**config.mk**
```make
export PLATFORM = sky130hd
export DESIGN_NAME = seg7_scan_ctrl
export DESIGN_NICKNAME = d
export VERILOG_FILES = /design/src/rtl/seg7_scan_ctrl.sv
export SDC_FILE = /design/constraint.sdc
export NUM_CORES = 1
export LEC_CHECK = 0
export BUFFER_PORTS_ARGS = -buffer_cell sky130_fd_sc_hd__buf_2
export CAP_MARGIN = 30
export CORE_ASPECT_RATIO = 0.5
export CORE_MARGIN = 3
export CORE_UTILIZATION = 50
export DETAILED_ROUTE_END_ITERATION = 6
export PLACE_DENSITY_LB_ADDON = 0.08
export SYNTH_ARGS = -nofsm -noshare
export SYNTH_HDL_FRONTEND = slang
export SYNTH_SLANG_ARGS = --single-unit
```
**constraint.sdc**
```tcl
create_clock -name CLOCK_50 -period 4.43 [get_ports CLOCK_50]
set_clock_uncertainty 0.1 [all_clocks]
set_input_delay 0.6645 -clock CLOCK_50 [delete_from_list [all_inputs] [get_ports CLOCK_50]]
set_output_delay 0.6645 -clock CLOCK_50 [all_outputs]
set_load 0.1 [all_outputs]
```
**src/rtl/seg7_scan_ctrl.sv**
```systemverilog
// seg7_scan_ctrl: time-multiplexed scan controller for NUM_DIGITS seven-segment digits.
// Sequences one-hot digit enables with dark gaps between digits and feeds a shared
// hex decoder. Display data is double-buffered: the writer loads a shadow register,
// and the shadow is copied into the active register only at a frame boundary.
// Ports:
//   CLOCK_50    in  system clock, rising edge
//   reset       in  synchronous active-high reset
//   en          in  scan enable, sampled only at the end of a digit slot
//   wr_valid    in  writer presents value_in
//   value_in    in  packed nibbles, [3:0] = digit 0
//   wr_ready    out shadow buffer free; write accepted on wr_valid & wr_ready
//   dig_hex     out nibble to the shared decoder
//   dig_blank   out 1 = segments forced dark
//   dig_sel     out one-hot digit enable, zero when idle or in a gap
//   frame_start out one-cycle pulse on the first cycle of digit 0
module seg7_scan_ctrl #(
  parameter int unsigned NUM_DIGITS   = 4,
  parameter int unsigned DWELL_CYCLES = 50000,
  parameter int unsigned GAP_CYCLES   = 500,
  parameter int unsigned LZB          = 1
) (
  input  logic                      CLOCK_50,
  input  logic                      reset,
  input  logic                      en,
  input  logic                      wr_valid,
  input  logic [4*NUM_DIGITS-1:0]   value_in,
  output logic                      wr_ready,
  output logic [3:0]                dig_hex,
  output logic                      dig_blank,
  output logic [NUM_DIGITS-1:0]     dig_sel,
  output logic                      frame_start
);

  localparam int unsigned DATA_W    = 4 * NUM_DIGITS;
  localparam int unsigned IDX_W     = (NUM_DIGITS > 1) ? $clog2(NUM_DIGITS) : 1;
  localparam int unsigned CNT_MAX   = (DWELL_CYCLES > GAP_CYCLES) ? DWELL_CYCLES : GAP_CYCLES;
  localparam int unsigned CNT_W     = (CNT_MAX > 1) ? $clog2(CNT_MAX) : 1;
  localparam int unsigned DWELL_LAST = (DWELL_CYCLES == 0) ? 0 : DWELL_CYCLES - 1;
  localparam int unsigned GAP_LAST   = (GAP_CYCLES == 0) ? 0 : GAP_CYCLES - 1;

  typedef enum logic [1:0] {
    IDLE = 2'd0,
    SHOW = 2'd1,
    GAP  = 2'd2
  } state_t;

  state_t                  state_q, state_d;
  logic [IDX_W-1:0]        idx_q, idx_d;
  logic [CNT_W-1:0]        cnt_q, cnt_d;
  logic [DATA_W-1:0]       shadow_q, shadow_d;
  logic [DATA_W-1:0]       active_q, active_d;
  logic                    pending_q, pending_d;

  logic [NUM_DIGITS-1:0]   dig_sel_q, dig_sel_d;
  logic [3:0]              dig_hex_q, dig_hex_d;
  logic                    dig_blank_q, dig_blank_d;
  logic                    frame_start_q, frame_start_d;
  logic                    wr_ready_q, wr_ready_d;

  logic                    accept;
  logic                    xfer;
  logic                    frame_begin;
  logic                    slot_end;
  logic                    all_zero;
  logic [NUM_DIGITS-1:0]   lzb_vec;
  logic [3:0]              nib [NUM_DIGITS];

  assign wr_ready    = wr_ready_q;
  assign dig_hex     = dig_hex_q;
  assign dig_blank   = dig_blank_q;
  assign dig_sel     = dig_sel_q;
  assign frame_start = frame_start_q;

  // Next-state: scan sequencing, double-buffer transfer and write handshake.
  always_comb begin
    state_d     = state_q;
    idx_d       = idx_q;
    cnt_d       = cnt_q;
    shadow_d    = shadow_q;
    active_d    = active_q;
    pending_d   = pending_q;
    xfer        = 1'b0;
    frame_begin = 1'b0;
    slot_end    = 1'b0;
    accept      = wr_valid & wr_ready_q;

    case (state_q)
      IDLE: begin
        xfer = pending_q;
        if (en) begin
          state_d     = SHOW;
          idx_d       = '0;
          cnt_d       = '0;
          frame_begin = 1'b1;
        end
      end
      SHOW: begin
        if (cnt_q == CNT_W'(DWELL_LAST)) begin
          if (GAP_CYCLES != 0) begin
            state_d = GAP;
            cnt_d   = '0;
          end else begin
            slot_end = 1'b1;
          end
        end else begin
          cnt_d = cnt_q + CNT_W'(1);
        end
      end
      GAP: begin
        if (cnt_q == CNT_W'(GAP_LAST)) begin
          slot_end = 1'b1;
        end else begin
          cnt_d = cnt_q + CNT_W'(1);
        end
      end
      default: begin
        state_d = IDLE;
      end
    endcase

    // End of a digit slot: en is only looked at here so a digit is never cut short.
    if (slot_end) begin
      cnt_d = '0;
      if (!en) begin
        state_d = IDLE;
      end else if (idx_q == IDX_W'(NUM_DIGITS - 1)) begin
        state_d     = SHOW;
        idx_d       = '0;
        xfer        = pending_q;
        frame_begin = 1'b1;
      end else begin
        state_d = SHOW;
        idx_d   = idx_q + IDX_W'(1);
      end
    end

    // Transfer uses the registered pending flag, so a write landing on a boundary waits a frame.
    if (xfer) begin
      active_d  = shadow_q;
      pending_d = 1'b0;
    end
    if (accept) begin
      shadow_d  = value_in;
      pending_d = 1'b1;
    end
  end

  // Output decode from the next state so the registered outputs line up with state_q.
  always_comb begin
    all_zero = 1'b1;
    lzb_vec  = '0;
    for (int i = 0; i < int'(NUM_DIGITS); i++) begin
      nib[i] = active_d[4*i +: 4];
    end
    // Scan from the top nibble down; a digit blanks while everything above it is zero.
    for (int i = int'(NUM_DIGITS) - 1; i >= 0; i--) begin
      all_zero   = all_zero & (nib[i] == 4'h0);
      lzb_vec[i] = all_zero & (i != 0);
    end

    dig_sel_d     = '0;
    dig_hex_d     = dig_hex_q;
    dig_blank_d   = 1'b1;
    frame_start_d = frame_begin;
    // Ready is held low through the transfer cycle and returns the cycle after.
    wr_ready_d    = ~pending_d & ~xfer;

    if (state_d == SHOW) begin
      dig_sel_d   = NUM_DIGITS'(1) << idx_d;
      dig_hex_d   = nib[idx_d];
      dig_blank_d = (LZB != 0) ? lzb_vec[idx_d] : 1'b0;
    end
  end

  // State and output registers.
  always_ff @(posedge CLOCK_50) begin
    if (reset) begin
      state_q       <= IDLE;
      idx_q         <= '0;
      cnt_q         <= '0;
      shadow_q      <= '0;
      active_q      <= '0;
      pending_q     <= 1'b0;
      dig_sel_q     <= '0;
      dig_hex_q     <= 4'h0;
      dig_blank_q   <= 1'b1;
      frame_start_q <= 1'b0;
      wr_ready_q    <= 1'b1;
    end else begin
      state_q       <= state_d;
      idx_q         <= idx_d;
      cnt_q         <= cnt_d;
      shadow_q      <= shadow_d;
      active_q      <= active_d;
      pending_q     <= pending_d;
      dig_sel_q     <= dig_sel_d;
      dig_hex_q     <= dig_hex_d;
      dig_blank_q   <= dig_blank_d;
      frame_start_q <= frame_start_d;
      wr_ready_q    <= wr_ready_d;
    end
  end

endmodule

```
==> metrics.md <==
| Metric | Value |
|---|---|
| Die area | 6680 um2 |
| Max Buffers Root-to-Sink | 2 |
| Critical Path Fanout Max | 11 |
| TritonCTS clock tree | done |
| Total wire length | 6100 um |
| Area leader, netlist | dfxtp_1 |
| Final min period | 2760 ps |
| Worst Setup EP | dig_sel[0]$_SDFF_PP0_ |
| Max-slew violation count | 0 |
| Reg2reg start | cnt_q[0]$_SDFFE_PP0P_ |
| CTS Buf Count | 9 |
| Reg2reg end | dig_sel[0]$_SDFF_PP0_ |
| Count of cell types in the netlist | 45 |
| Reg2reg path depth | 8 |
| MaxCap Viol Count | 0 |
| Mapped Cells | 327 |
| Combinational power share | 0.119 |
| DRC | 0 |
| Nets | 382 |
| Slew @ Worst Pin | just under 900 ps |
| Syn nets | 354 |
| Internal Power | 1100 uW |
| Arrival time worst endpoint | 2880 ps |
| Fillers | 452 |
| Worst vdd ir | 0.296 mV |
| Setup TNS | 0 ps |
| Final ANT Viol Nets | 0 |
| LEAKAGE | 0.00127 uW |
| TritonCTS Sinks | 64 |
| Async S/R FF share, synth | 0 |
| Chip width | 113 um |
| Grt ovf | 0 |
| Clock share of power | 0.467 |
| Number of global-route vias before repair | between 2000 and 2500 |
| Sw Share | 0.261 |
| Largest net degree at the start of global routing | 50 |
| Buffers on Ports | 30 |
| Primary flip-flop cell chosen by synthesis mapping | dfxtp_1 |
| Root buf cell | clkbuf_16 |
| CP required | 4550 ps |
| Seq cells post-synth | 64 |
| Sequential share of the synthesized area | 0.451 |
| Number of enable flip-flop cells after synthesis | 0 |
| Synthesized area | 2840 um2 |
| Worst-path clk slew | 50 ps |
| Hold WS | around 360 ps |
| GR Util All Layers | 0.201 |
| CP endpoint kind | flip-flop |
| Starting density of the core | 0.547 |
| Vias per cell | around 5.5 |
| Routed len/inst | 14.2 um |
| Power density over cell area | 448 nW/um2 |
| Flop pwr share | 0.414 |
| Post-cts resize count | 0 |
| Max H-tree Level | 3 |
| Synthesized area per cell | 8.70 um2 |
| Fmax | 362 MHz |
| First-pass iteration count of the detailed router | 4 |
| Final antenna diode count | 0 |
| Hold WC Path Type | flip-flop to flip-flop |
| Worst reg-to-reg setup slack | 1670 ps |
| Yosys warns | 0 |
| Post-CTS setup buffer count | 0 |
| Final hold vios | 0 |
| Iter 0 DRT Violations | around 140 |
| Fin util | 0.638 |
| Share of post-route cells with drive strength above 1 | 0.144 |
| Final Setup Violations | 0 |
| Row count | 18 |
| Die Height | 59.3 um |
| Critical path class | flip-flop to flip-flop |
| RePlAce Congestion | ~0.87 |
| Area growth syn-to-layout | 16.7% |
| DP Wirelength | 4300 um |
| Yosys top cell area share | 0.451 |
| Top-Level Pins | 31 |
| Worst skew pair latency | 330 ps |
| Core area | 5200 um2 |
| Largest cells by area after synthesis | dfxtp_1 45%, mux2i_1 7.0%, nand2_1 6.1%, nor2_1 5.3%, a21oi_1 4.4% |
| Run status | finished, final reports clean |
| Detailed-route via count | 2348 |
| Switching power | 389 uW |
| Fin area | 3320 um2 |
| Hold buffer count at cts | 0 |
| First-pass GRT wire length | 10500 um |
| Tcrit/Tclk final | 0.623 |
| Rel. slew slack | 0.408 |
| RSZ-0062 raised after global routing | no |
| Dpl cell area | between 3000 and 4000 um2 |
| Initial antenna violation count | 0 |
| CP Launch Point | cnt_q[0]$_SDFFE_PP0P_ |
| Startpoint types | flip-flop |
## critical path, stage by stage, from the launching register on
cell     delay [ps]
dfxtp_1         380
ha_1            250
or4b_1          470
nor4_2          330
nand3_1         130
a311o_1         400
o21ai_2         200
nor2_1          130
and3_1          240
## layer usage
| layer | vias to the layer above | part of all wire | track usage |
|---|---|---|---|
| met2 | 48 | 0.46 | 0.324 |
| met4 | 0 | 0.013 | 0.0702 |
| met5 | - | 0 | 0 |
| met1 | 1092 | 0.47 | 0.244 |
| li1 | 1198 | - | - |
| met3 | 10 | 0.052 | 0.0866 |
## worst min-delay path by stage
| stage | startpoint | end | slack [ps] | depth (start not counted) |
|---|---|---|---|---|
| floorplan | shadow_q[0]$_SDFFE_PP0P_ | shadow_q[0]$_SDFFE_PP0P_ | 340 | 2 |
| global placement | shadow_q[3]$_SDFFE_PP0P_ | shadow_q[3]$_SDFFE_PP0P_ | 350 | 2 |
| detailed placement | shadow_q[0]$_SDFFE_PP0P_ | shadow_q[0]$_SDFFE_PP0P_ | 350 | 2 |
| CTS | shadow_q[0]$_SDFFE_PP0P_ | shadow_q[0]$_SDFFE_PP0P_ | 360 | 2 |
| global route | shadow_q[0]$_SDFFE_PP0P_ | shadow_q[0]$_SDFFE_PP0P_ | 380 | 2 |
| finish | shadow_q[0]$_SDFFE_PP0P_ | shadow_q[0]$_SDFFE_PP0P_ | 360 | 2 |
## synth_stat cells, types with 4 or more instances
cell,instances
nor3_1,8
nor2_1,40
ha_1,7
buf_2,4
nand2_1,46
xor2_1,9
nor4_1,9
o31a_1,4
nand4_1,6
clkbuf_1,6
inv_1,10
a21oi_1,25
a211oi_1,8
mux2i_1,20
nor2b_1,9
nand3_1,6
o21ai_0,7
dfxtp_1,64
## final cells by class
cell class | instances | area, um2 | share of cell area
clock buffer | 11 | 243 | 0.0731
clock inverter | 5 | 56.3 | 0.0170
sequential | 64 | 1280 | 0.386
inverter | 10 | 37.5 | 0.0113
tap | 70 | 87.6 | 0.0264
timing repair buffer | 31 | 158 | 0.0475
multi-input combinational | 239 | 1460 | 0.439
## sequential cells by signal, indices dropped and copies added, names as in the netlist
signal	cells
active_q	16
dig_blank	1
frame_start	1
state_q	2
dig_hex	4
shadow_q	16
pending_q	1
dig_sel	4
wr_ready	1
idx_q	2
cnt_q	16
## per-stage QoR
stage,worst slack [ps],std cells,power (uW)
final,1670,430,1490
after global routing,1430,430,1540
after CTS,1690,430,1500
after global placement,1730,414,800
after floorplan,2050,327,771
after detailed placement,1690,414,805
## cell families after synthesis
family,after synthesis,share of synthesized area
DFF,64,0.451
adders and majority gates,7,0.0308
buffers and inverters,24,0.0387
AOI/OAI and AO/OA,57,0.128
xor gates and xnor gates,12,0.0370
muxes,21,0.0744
and+or+nand+nor,142,0.241
## power by group through the flow
stage / logic [uW] / registers [uW] / clock network [uW]
6_report: 178 / 616 / 695
3_5_place_dp: 178 / 628 / 0
4_1_cts: 178 / 616 / 707
5_1_grt: 194 / 618 / 733
2_1_floorplan: 90.0 / 681 / 0
3_3_place_gp: 174 / 627 / 0
## placed cells by master, fill, tap and decap left out, types with 3 or more instances in the layout
| master | instances |
|---|---|
| xnor2_1 | 3 |
| and3_1 | 3 |
| dfxtp_1 | 64 |
| nand3_1 | 6 |
| nor3_1 | 8 |
| buf_2 | 30 |
| nor4_1 | 9 |
| clkbuf_16 | 9 |
| mux2i_1 | 20 |
| nand4_1 | 6 |
| xor2_1 | 9 |
| ha_1 | 7 |
| nand2_1 | 46 |
| nor2_1 | 40 |
| a21oi_1 | 25 |
| a211oi_1 | 8 |
| o21ai_0 | 7 |
| o31a_1 | 4 |
| nor2b_1 | 9 |
| inv_1 | 10 |
Power figures use the tool's default switching activity.
